==> config.mk <==
export PLATFORM = sky130hd
export DESIGN_NAME = pipe_stage_reg
export DESIGN_NICKNAME = d
export VERILOG_FILES = /design/src/rtl/cpu_types_pkg.sv /design/src/rtl/pipe_skid_buf.sv /design/src/rtl/pipe_stage_reg.sv
export SDC_FILE = /design/constraint.sdc
export NUM_CORES = 1
export LEC_CHECK = 0
export CAP_MARGIN = 20
export CORE_ASPECT_RATIO = 0.6
export CORE_MARGIN = 3
export CORE_UTILIZATION = 37
export CTS_CLUSTER_DIAMETER = 30
export DETAILED_ROUTE_END_ITERATION = 10
export GPL_ROUTABILITY_DRIVEN = 0
export HOLD_SLACK_MARGIN = 0.08
export PLACE_DENSITY = 0.9
export SETUP_SLACK_MARGIN = 0.1
export SLEW_MARGIN = 20
export SYNTH_ARGS = -nofsm -noshare
export SYNTH_HDL_FRONTEND = slang
export SYNTH_SLANG_ARGS = --single-unit
==> constraint.sdc <==
create_clock -name CLK -period 2 [get_ports CLK]
set_input_delay 0.6 -clock CLK [delete_from_list [all_inputs] [get_ports CLK]]
set_output_delay 0.6 -clock CLK [all_outputs]
set_load 0.01 [all_outputs]
==> src/rtl/cpu_types_pkg.sv <==
// Shared CPU types: pipeline register state and per-stage packed bundles with their NOP bubbles.
// The bubble constants are typed as their bundle, so their width always equals $bits(bundle).
package cpu_types_pkg;

    typedef enum logic [1:0] {
        EMPTY = 2'd0,
        FULL  = 2'd1,
        SKID  = 2'd2
    } pipe_state_t;

    typedef enum logic [1:0] {
        PC_NEXT   = 2'd0,
        PC_BRANCH = 2'd1,
        PC_JUMP   = 2'd2,
        PC_JR     = 2'd3
    } pc_select_t;

    typedef struct packed {
        logic [31:0] instr;
        logic [31:0] npc;
    } ifid_t;

    typedef struct packed {
        pc_select_t  pc_select;
        logic        wen;
        logic        dren;
        logic        dwen;
        logic        halt;
        logic [4:0]  wsel;
        logic [3:0]  alu_op;
        logic [31:0] rdat1;
        logic [31:0] rdat2;
        logic [31:0] imm;
        logic [31:0] npc;
    } idex_t;

    typedef struct packed {
        logic        wen;
        logic        dren;
        logic        dwen;
        logic        halt;
        logic [4:0]  wsel;
        logic [31:0] alu_out;
        logic [31:0] store_data;
        logic [31:0] npc;
    } exmem_t;

    typedef struct packed {
        logic        wen;
        logic        halt;
        logic [4:0]  wsel;
        logic [31:0] wdat;
        logic [31:0] npc;
    } memwb_t;

    localparam ifid_t IFID_BUBBLE = '{instr: 32'h0000_0000, npc: 32'h0000_0000};

    localparam idex_t IDEX_BUBBLE = '{
        pc_select: PC_NEXT, wen: 1'b0, dren: 1'b0, dwen: 1'b0, halt: 1'b0,
        wsel: 5'd0, alu_op: 4'd0, rdat1: 32'd0, rdat2: 32'd0, imm: 32'd0, npc: 32'd0
    };

    localparam exmem_t EXMEM_BUBBLE = '{
        wen: 1'b0, dren: 1'b0, dwen: 1'b0, halt: 1'b0,
        wsel: 5'd0, alu_out: 32'd0, store_data: 32'd0, npc: 32'd0
    };

    localparam memwb_t MEMWB_BUBBLE = '{
        wen: 1'b0, halt: 1'b0, wsel: 5'd0, wdat: 32'd0, npc: 32'd0
    };

endpackage

==> src/rtl/pipe_skid_buf.sv <==
// Second entry of a skid-enabled pipeline register: holds the bundle caught during a stall
// and produces the registered upstream ready. Only instantiated when PIPE_SKID_EN is defined.
module pipe_skid_buf #(
    parameter int unsigned WIDTH = 32
) (
    input  logic             CLK,
    input  logic             nRST,
    input  logic             flush,
    input  logic             load,
    input  logic             unload,
    input  logic [WIDTH-1:0] data_in,
    output logic [WIDTH-1:0] data,
    output logic             ready
);

    logic             valid_q;
    logic             valid_d;
    logic             ready_q;
    logic [WIDTH-1:0] data_q;

    always_comb begin
        valid_d = valid_q;
        if (flush)       valid_d = 1'b0;
        else if (load)   valid_d = 1'b1;
        else if (unload) valid_d = 1'b0;
    end

    // Ready is low during reset and tracks "skid entry free" from the first edge after it.
    always_ff @(posedge CLK) begin
        if (!nRST) begin
            valid_q <= 1'b0;
            ready_q <= 1'b0;
            data_q  <= '0;
        end else begin
            valid_q <= valid_d;
            ready_q <= !valid_d;
            if (flush)     data_q <= '0;
            else if (load) data_q <= data_in;
        end
    end

    assign data  = data_q;
    assign ready = ready_q;

endmodule

==> src/rtl/pipe_stage_reg.sv <==
// Inter-stage pipeline register with valid/ready handshake, flush-to-BUBBLE and,
// when PIPE_SKID_EN is defined, a second skid entry with a registered in_ready.
module pipe_stage_reg
    import cpu_types_pkg::*;
#(
    parameter int unsigned      WIDTH  = 32,
    parameter logic [WIDTH-1:0] BUBBLE = '0
) (
    input  logic             CLK,
    input  logic             nRST,
    input  logic             flush,
    input  logic             in_valid,
    output logic             in_ready,
    input  logic [WIDTH-1:0] in_data,
    output logic             out_valid,
    input  logic             out_ready,
    output logic [WIDTH-1:0] out_data
);

    pipe_state_t      state_q;
    pipe_state_t      state_d;
    logic [WIDTH-1:0] main_q;
    logic [WIDTH-1:0] main_d;
    logic             in_fire;

`ifdef PIPE_SKID_EN
    logic             skid_load;
    logic             skid_unload;
    logic             skid_ready;
    logic [WIDTH-1:0] skid_data;

    pipe_skid_buf #(.WIDTH(WIDTH)) u_skid (
        .CLK     (CLK),
        .nRST    (nRST),
        .flush   (flush),
        .load    (skid_load),
        .unload  (skid_unload),
        .data_in (in_data),
        .data    (skid_data),
        .ready   (skid_ready)
    );
`endif

    assign in_fire = in_valid & in_ready;

    // NOTE: sequential state uses non-blocking assignments so every register samples pre-edge values.
    always_ff @(posedge CLK) begin
        if (!nRST) begin
            state_q <= EMPTY;
            main_q  <= BUBBLE;
        end else begin
            state_q <= state_d;
            main_q  <= main_d;
        end
    end

    // NOTE: every output of this block gets a default first, so no path can infer a latch.
    always_comb begin
        state_d     = state_q;
        main_d      = main_q;
`ifdef PIPE_SKID_EN
        skid_load   = 1'b0;
        skid_unload = 1'b0;
`endif
        if (flush) begin
            state_d = EMPTY;
            main_d  = BUBBLE;
        end else begin
            unique case (state_q)
                EMPTY: begin
                    if (in_fire) begin
                        state_d = FULL;
                        main_d  = in_data;
                    end
                end
                FULL: begin
                    if (in_fire && out_ready) begin
                        main_d = in_data;
                    end else if (in_fire) begin
`ifdef PIPE_SKID_EN
                        state_d   = SKID;
                        skid_load = 1'b1;
`endif
                    end else if (out_ready) begin
                        state_d = EMPTY;
                        main_d  = BUBBLE;
                    end
                end
`ifdef PIPE_SKID_EN
                SKID: begin
                    if (out_ready) begin
                        state_d     = FULL;
                        main_d      = skid_data;
                        skid_unload = 1'b1;
                    end
                end
`endif
                default: begin
                    state_d = EMPTY;
                    main_d  = BUBBLE;
                end
            endcase
        end
    end

    always_comb begin
        out_valid = (state_q != EMPTY);
        out_data  = main_q;
`ifdef PIPE_SKID_EN
        in_ready  = skid_ready;
`else
        in_ready  = !out_valid | out_ready;
`endif
    end

endmodule

Word-level counts from Yosys, hierarchy flattened:

Index checks and enable logic that the tools add are counted.

* register bits: 34

* eq/ne operators: 7
* mux-type cells: 10
* bitwise gates (word level): 3
* reduce and logical (&&, ||, !) cells: 7

Operators by type and width (number)
* 32-bit 2-to-1 mux: 4
* 32-bit case mux with 2 select lines: 1
* 2-bit 2-to-1 mux: 4
* 2-bit inequality test, second input constant: 4
* 3-bit inequality test, second input constant: 2
* 2-bit case mux with 2 select lines: 1
* 4-bit AND reduction: 1
* 3-bit AND reduction: 1
* 2-bit by 1-bit == test with 1-bit output, second input constant: 1
* 2-bit zero test: 1
* 2-bit nonzero test: 1
* 2-bit OR reduction: 1
* 1-bit AND: 1
* 1-bit logical AND: 1
* 1-bit zero test: 1
* 1-bit inverter: 1
* 1-bit bitwise OR: 1

Logic depth before layout (Yosys ltp):

Gate-level depths: netlist of run 1.

* depth in word-level cells: 7
* gate-level depth with buffers: 4

Worst setup path before layout of run 1:

No wires, ideal clock.

* kind: in2reg
* start: input port flush
* end: register main_q[0] (netlist: out_data[0])
* setup time: 59 ps
* arrival time: 1371 ps
* path slack: 571 ps
* stages on the path: 4
* buffers on the path: 1
* cell sequence: nand2b_2 nor3b_4 buf_6 a22o_1

* word-level cells in the longest chain between the ends: 1

Ends and longest elaborated chain
* start: declaration: line pipe_stage_reg.sv:11 `input logic flush,`
* 2-bit OR reduction (no line)
* end signal: assignment: line pipe_stage_reg.sv:53 `main_q <= main_d;`
* end: declaration: line pipe_stage_reg.sv:22 `logic [WIDTH-1:0] main_q;`

Every way passes these cells.
A chain may end at the register's enable or synchronous reset.

Worst setup path after layout of run 1:

* start: input port out_ready
* end: output port in_ready

* word-level cells in the longest chain between the ends: 1

Ends and longest elaborated chain
* start: declaration: line pipe_stage_reg.sv:16 `input logic out_ready,`
* 1-bit bitwise OR: line pipe_stage_reg.sv:112 `in_ready = !out_valid | out_ready;`
* end: declaration: line pipe_stage_reg.sv:13 `output logic in_ready,`

Every way passes these cells.

==> results.py, run 1 <==
metrics = {
    "outcome": {
        "status": "finished clean",
    },
    "clock_tree": {
        "cts-root-buf": "clkbuf_8",
        "path_clk_slew_ns": 0.06,
        "htreeDepth": 2,
        "clk_path_buf_depth": 2,
        "cts_buffers": 5,
        "cts_tree": "done",
        "clk_latency_ns": 0.28,
        "cts.sinks": 33,
    },
    "run": {
        "drv_cap": 0,
    },
    "grt": {
        "grt_use_met2_pct": 27.6,
        "busiest_layer": "met2",
        "grt_max_degree": 33,
        "grt_use_met3_pct": 6.08,
        "antenna_found_initial": 0,
        "grt_usage_pct": 16.3,
        "grt_pass1_wl_um": 4170,
        "grt_pass1_vias": 945,
        "grt-ovfl-total": 0,
        "grt.met1_usage_pct": 18.5,
    },
    "synth": {
        "yosys_register_bits": 33,
        "synth_area_um2": 1080,
        "ys_warn_count": 0,
        "synthDistinctLibCells": 9,
        "synth_fp_nets": 115,
        "ys_seq_area_share_pct": 61.4,
        "syn_area_per_cell_um2": 13.8,
        "syn_inst": 78,
    },
    "timing": {
        "setup_violations": 0,
        "report.final.slew_viol_count": 0,
        "setup_tns_ns": 0,
        "slew_headroom_pct": 85.6,
        "worst_pin_slew_ns": 0.216,
        "skew_ns": 0.00386,
        "hold_viol": 0,
        "period_minus_slack_ns": 1.87,
        "max_freq_mhz": 536,
        "hold_ws_ns": 0.476,
        "fin_crit_sh_pct": 93.3,
        "rsz0062_at_grt": "no",
    },
    "detailed_routing": {
        "wire_per_inst_um": 15.3,
        "drt_iter0_drc": 12,
        "drt-total-wl_um": 2930,
        "drt-pass1-iter-count": 3,
        "drc_errors": 0,
        "vias": 981,
        "drtAntennaViolNets": 0,
        "vias_per_cell": 5.14,
    },
    "die": {
        "io_pins": 71,
        "rows": 14,
        "die_w_um": 75.6,
        "core_area_um2": 2630,
        "die-area_um2": 3610,
        "die_h_um": 47.8,
        "start_util_pct": 41.0,
    },
    "critical_path": {
        "required_ns": 1.40,
        "cp-end-kind": "output pin",
        "crit_path_max_fanout": 2,
        "worstSetupPathType": "primary input to output pin",
        "crit_path_start_kind": "primary input",
        "worstPathArrival_ns": 1.27,
    },
    "finish": {
        "nFillCells": 171,
        "drive_gt1_share_pct": 13.2,
        "final_area_um2": 1940,
        "nets": 195,
        "diodes": 0,
        "area_growth_syn_to_layout_pct": 80.5,
        "finalNonFillerCells": 191,
    },
    "place": {
        "place_inst": 177,
        "place_hpwl_um": 1980,
        "place_area_um2": 1780,
        "io_buffers": 70,
    },
    "pwr": {
        "peakVddDrop_mv": 0.465,
        "p_per_area_nw_per_um2": 697,
        "leakage_nw": 0.762,
        "finalPower_mw": 1.35,
    },
    "worst_hold_path": {
        "holdCritPathClass": "flip-flop to flip-flop",
    },
}
path summary, 6_finish.rpt:
kind	startpoint	endpoint	slack (ns)	cells after the start
max	out_ready	in_ready	0.13	3
max reg2reg	state_q[0]$_SDFFE_PP0P_	out_data[17]$_SDFFE_PP0P_	0.70	6
min reg2reg	out_data[27]$_SDFFE_PP0P_	out_data[27]$_SDFFE_PP0P_	0.48	1
min	out_data[27]$_SDFFE_PP0P_	out_data[27]$_SDFFE_PP0P_	0.48	1
registers in the layout (all words and copies together) (netlist names):
register and cells:
out_data 32, state_q 1
cell type report:
class                      count  area (um2)  share of cell area, %
clock buffer                   6        72.6                   3.74
clock inverter                 2        10.0                  0.515
inverter                       1        3.75                  0.193
multi-input combinational     39         368                   18.9
sequential                    33         661                   34.0
tap                           32        40.0                   2.06
timing repair buffer          78         787                   40.5
cell usage after synthesis:
master / instances / area share, %
buf_6: 6 / 6.3
or2_1: 1 / 0.58
a21oi_1: 1 / 0.46
a22o_1: 32 / 26
a21oi_4: 1 / 1.5
nand2b_2: 2 / 1.6
dfxtp_1: 33 / 61
nor3b_4: 1 / 1.7
inv_1: 1 / 0.35
repair_timing:
item                                    in CTS  in global routing
endpoints found under the setup margin      33                 33
pin swaps                                    1                  2
gates cloned                                 1                  0
hold buffers                                 0                  0
setup buffers                                0                  5
resized for setup                            7                  0
critical path, stage by stage:
cell	delay (ns)
clkdlybuf4s50_1	0.45
nand2b_4	0.12
buf_6	0.10
through the flow:
stage	util (%)	setup WS, ns
final	73.9	0.134
after global routing	73.9	0.105
after CTS	72.0	0.107
after detailed placement	67.9	-0.498
after global placement	67.9	-0.381
after floorplan	-	0.571
power breakdown:
part / internal, mW / switching, mW / leakage, nW
Sequential: 0.680 / 0.0126 / 0.269
Clock: 0.241 / 0.230 / 0.0450
Combinational: 0.130 / 0.0613 / 0.448
Total: 1.05 / 0.304 / 0.762
per-layer routing:
metal | wire, um | part of all wire [%]
met1 | 1260 | 43
met4 | 65 | 2.2
met2 | 1360 | 47
met3 | 241 | 8.2
met5 | 0 | 0
cell usage in the layout (no fill, tap or decap):
master           instances
clkinv_2                 2
clkbuf_8                 5
buf_12                   2
or2_1                    1
clkbuf_1                 1
buf_4                    6
a21oi_1                  1
nand2b_4                 1
a22o_1                  32
nand2b_2                 1
nor3b_4                  2
buf_6                    1
dfxtp_1                 33
a21oi_4                  1
inv_1                    1
clkdlybuf4s50_1         69
cells by family (layout without fill, tap and decap cells):
logic type / count (synthesis) / in the layout / share of synthesized area, %
DFF: 33 / 33 / 61.4
AOI/OAI and AO/OA: 34 / 34 / 28.0
buffers and inverters: 7 / 87 / 6.63
and+or+nand+nor: 4 / 5 / 3.95
No activity file was read; power rests on OpenSTA's default activity.
==> inputs of run 2 (changes only) <==
- CORE_UTILIZATION: 37 -> 31
- HOLD_SLACK_MARGIN: 0.08 -> 0.06
- PLACE_DENSITY: 0.9 -> 0.82
- clock period: 2 -> 1.7 ns (I/O delays scaled with it)
==> run 2 against run 1 <==
Effect of this change: clock power grew 16%; critical path depth rose by 4; total power up 18%; sequential power rose by 18%; register-to-register slack worse by 0.26 ns; hold slack lost 0.0050 ns; die area is 17% higher; setup slack lost 0.016 ns; first-iteration DRC count is 33% higher; wire length increased by 11%; highest routed layer unchanged.
==> results.py, run 2 (synthesis gave the netlist of run 1 again) <==
metrics = {
    "detailed_routing": {
        "drt-pass1-iter-count": 3,
        "wire_per_inst_um": 15.6,
        "vias_per_cell": 4.70,
        "drc_errors": 0,
        "drt_iter0_drc": 16,
        "vias": 978,
        "drt-total-wl_um": 3250,
        "drtAntennaViolNets": 0,
    },
    "critical_path": {
        "required_ns": 1.86,
        "crit_path_max_fanout": 11,
        "r2r_slack_ns": 0.44,
        "cp-end-kind": "flip-flop",
        "worstPathArrival_ns": 1.75,
        "cp_cell_sequence": "clkdlybuf4s50_1, nand2b_4, buf_4, a21oi_4, buf_12, buf_12, a22o_1",
        "worstSetupPathType": "primary input to flip-flop",
        "crit_path_top_delay_cell": "clkdlybuf4s50_1",
        "reg2reg_to": "out_data[11]$_SDFFE_PP0P_",
        "slowest_delay_ns": 0.46,
        "crit_path_start_kind": "primary input",
        "worst_path_most_repeated_cell": "buf_12",
        "cp_num_buf_inv": 4,
        "r2r-start": "state_q[0]$_SDFFE_PP0P_",
        "crit_path_start": "flush",
        "reg2reg_depth": 5,
        "cp_top_family": "buffers and inverters",
    },
    "die": {
        "core_area_um2": 3080,
        "rows": 15,
        "start_util_pct": 35.0,
        "die_w_um": 82.1,
        "io_pins": 71,
        "die-area_um2": 4240,
        "die_h_um": 51.6,
    },
    "timing": {
        "skew_ns": 0.00517,
        "period_minus_slack_ns": 1.58,
        "max_freq_mhz": 632,
        "fin_crit_sh_pct": 93.1,
        "worst_pin_slew_ns": 0.228,
        "rsz0062_at_grt": "no",
        "hold_viol": 0,
        "slew_headroom_pct": 84.8,
        "report.final.slew_viol_count": 0,
        "setup_violations": 0,
    },
    "clock_tree": {
        "cts.sinks": 33,
        "clk_path_buf_depth": 2,
        "cts_tree": "done",
        "path_clk_slew_ns": 0.06,
        "cts-root-buf": "clkbuf_8",
        "cts_buffers": 5,
        "clk_latency_ns": 0.28,
        "postCtsHoldBufs": 0,
        "htreeDepth": 2,
    },
    "outcome": {
        "status": "finished clean",
    },
    "finish": {
        "final_util_pct": 65.2,
        "mostFrequentLayoutCells": "clkdlybuf4s50_1, dlygate4sd2_1, dfxtp_1",
        "area_growth_syn_to_layout_pct": 86.6,
        "diodes": 0,
        "nets": 202,
        "drive_gt1_share_pct": 15.7,
        "largest_reg_flops": 32,
        "final_area_um2": 2010,
        "final_common_cell": "clkdlybuf4s50_1",
    },
    "place": {
        "place_area_um2": 1800,
        "io_buffers": 70,
        "place_hpwl_um": 2140,
    },
    "pwr": {
        "p_per_area_nw_per_um2": 793,
        "peakVddDrop_mv": 0.442,
        "leakage_nw": 0.956,
    },
    "grt": {
        "grt_pass1_wl_um": 4640,
        "grt_pass1_vias": 965,
        "grt-ovfl-total": 0,
        "grt_usage_pct": 15.0,
        "grt_max_degree": 22,
        "antenna_found_initial": 0,
    },
    "worst_hold_path": {
        "min_from": "out_data[25]$_SDFFE_PP0P_",
        "holdCritPathClass": "flip-flop to flip-flop",
        "min_to": "out_data[25]$_SDFFE_PP0P_",
        "hold_depth": 1,
    },
    "run": {
        "drv_cap": 0,
    },
}
## run 2: cell types whose count changed in the layout (fill, tap and decap cells not counted), sizes merged
cell | previous run | this run
buf | 9 | 15
clkbuf | 6 | 9
clkdlybuf4s50 | 69 | 35
clkinv | 2 | 0
dlygate4sd2 | 0 | 34
## run 2: where the power goes
part / internal (mW) / switching (mW)
clock: 0.290 / 0.257
combinational: 0.152 / 0.0786
sequential: 0.800 / 0.0139
## run 2: timing repair
item,CTS,global route
endpoints found under the hold margin,0,0
gates resized for setup,41,4
setup buffers,5,3
endpoints found under the setup margin,66,12
cloned,1,3
pin swaps,2,0
## run 2: worst max-delay path by stage
stage	cells past startpoint	endpoint
final	7	out_data[11]$_SDFFE_PP0P_
after global routing	7	out_data[29]$_SDFFE_PP0P_
after CTS	6	out_data[22]$_SDFFE_PP0P_
after detailed placement	4	out_data[11]$_SDFFE_PP0P_
after global placement	4	out_data[1]$_SDFFE_PP0P_
after floorplan	4	out_data[0]$_SDFFE_PP0P_
## run 2: per-layer routing
layer	GRT usage [%]	part of all wire (%)	vias up
met3	5.19	6.6	5
met2	22.9	46	38
met4	8.29	1.8	0
met1	18.5	46	460
met5	0	0	-
li1	-	-	475
## run 2: area by class of cell
cell class / instances / area, um2
multi-input cells: 39 / 373
flip-flops and latches: 33 / 661
repair buffers: 85 / 838
well taps: 42 / 52.6
clock buffers: 8 / 80.1
fillers: 255 / 1070
inverters: 1 / 3.75
## run 2: stage by stage
| stage | TNS (ns) | total power, mW | cells | hold WS [ns] | worst slack [ns] |
|---|---|---|---|---|---|
| after CTS | 0 | 1.59 | 202 | 0.476 | 0.116 |
| after floorplan | 0 | 0.898 | 78 | 0.522 | 0.361 |
| after global placement | -19.07 | 1.04 | 188 | 0.460 | -0.588 |
| after detailed placement | -23.14 | 1.04 | 188 | 0.462 | -0.731 |
| after global routing | 0 | 1.66 | 208 | 0.488 | 0.0830 |
| final | 0 | 1.59 | 208 | 0.471 | 0.118 |
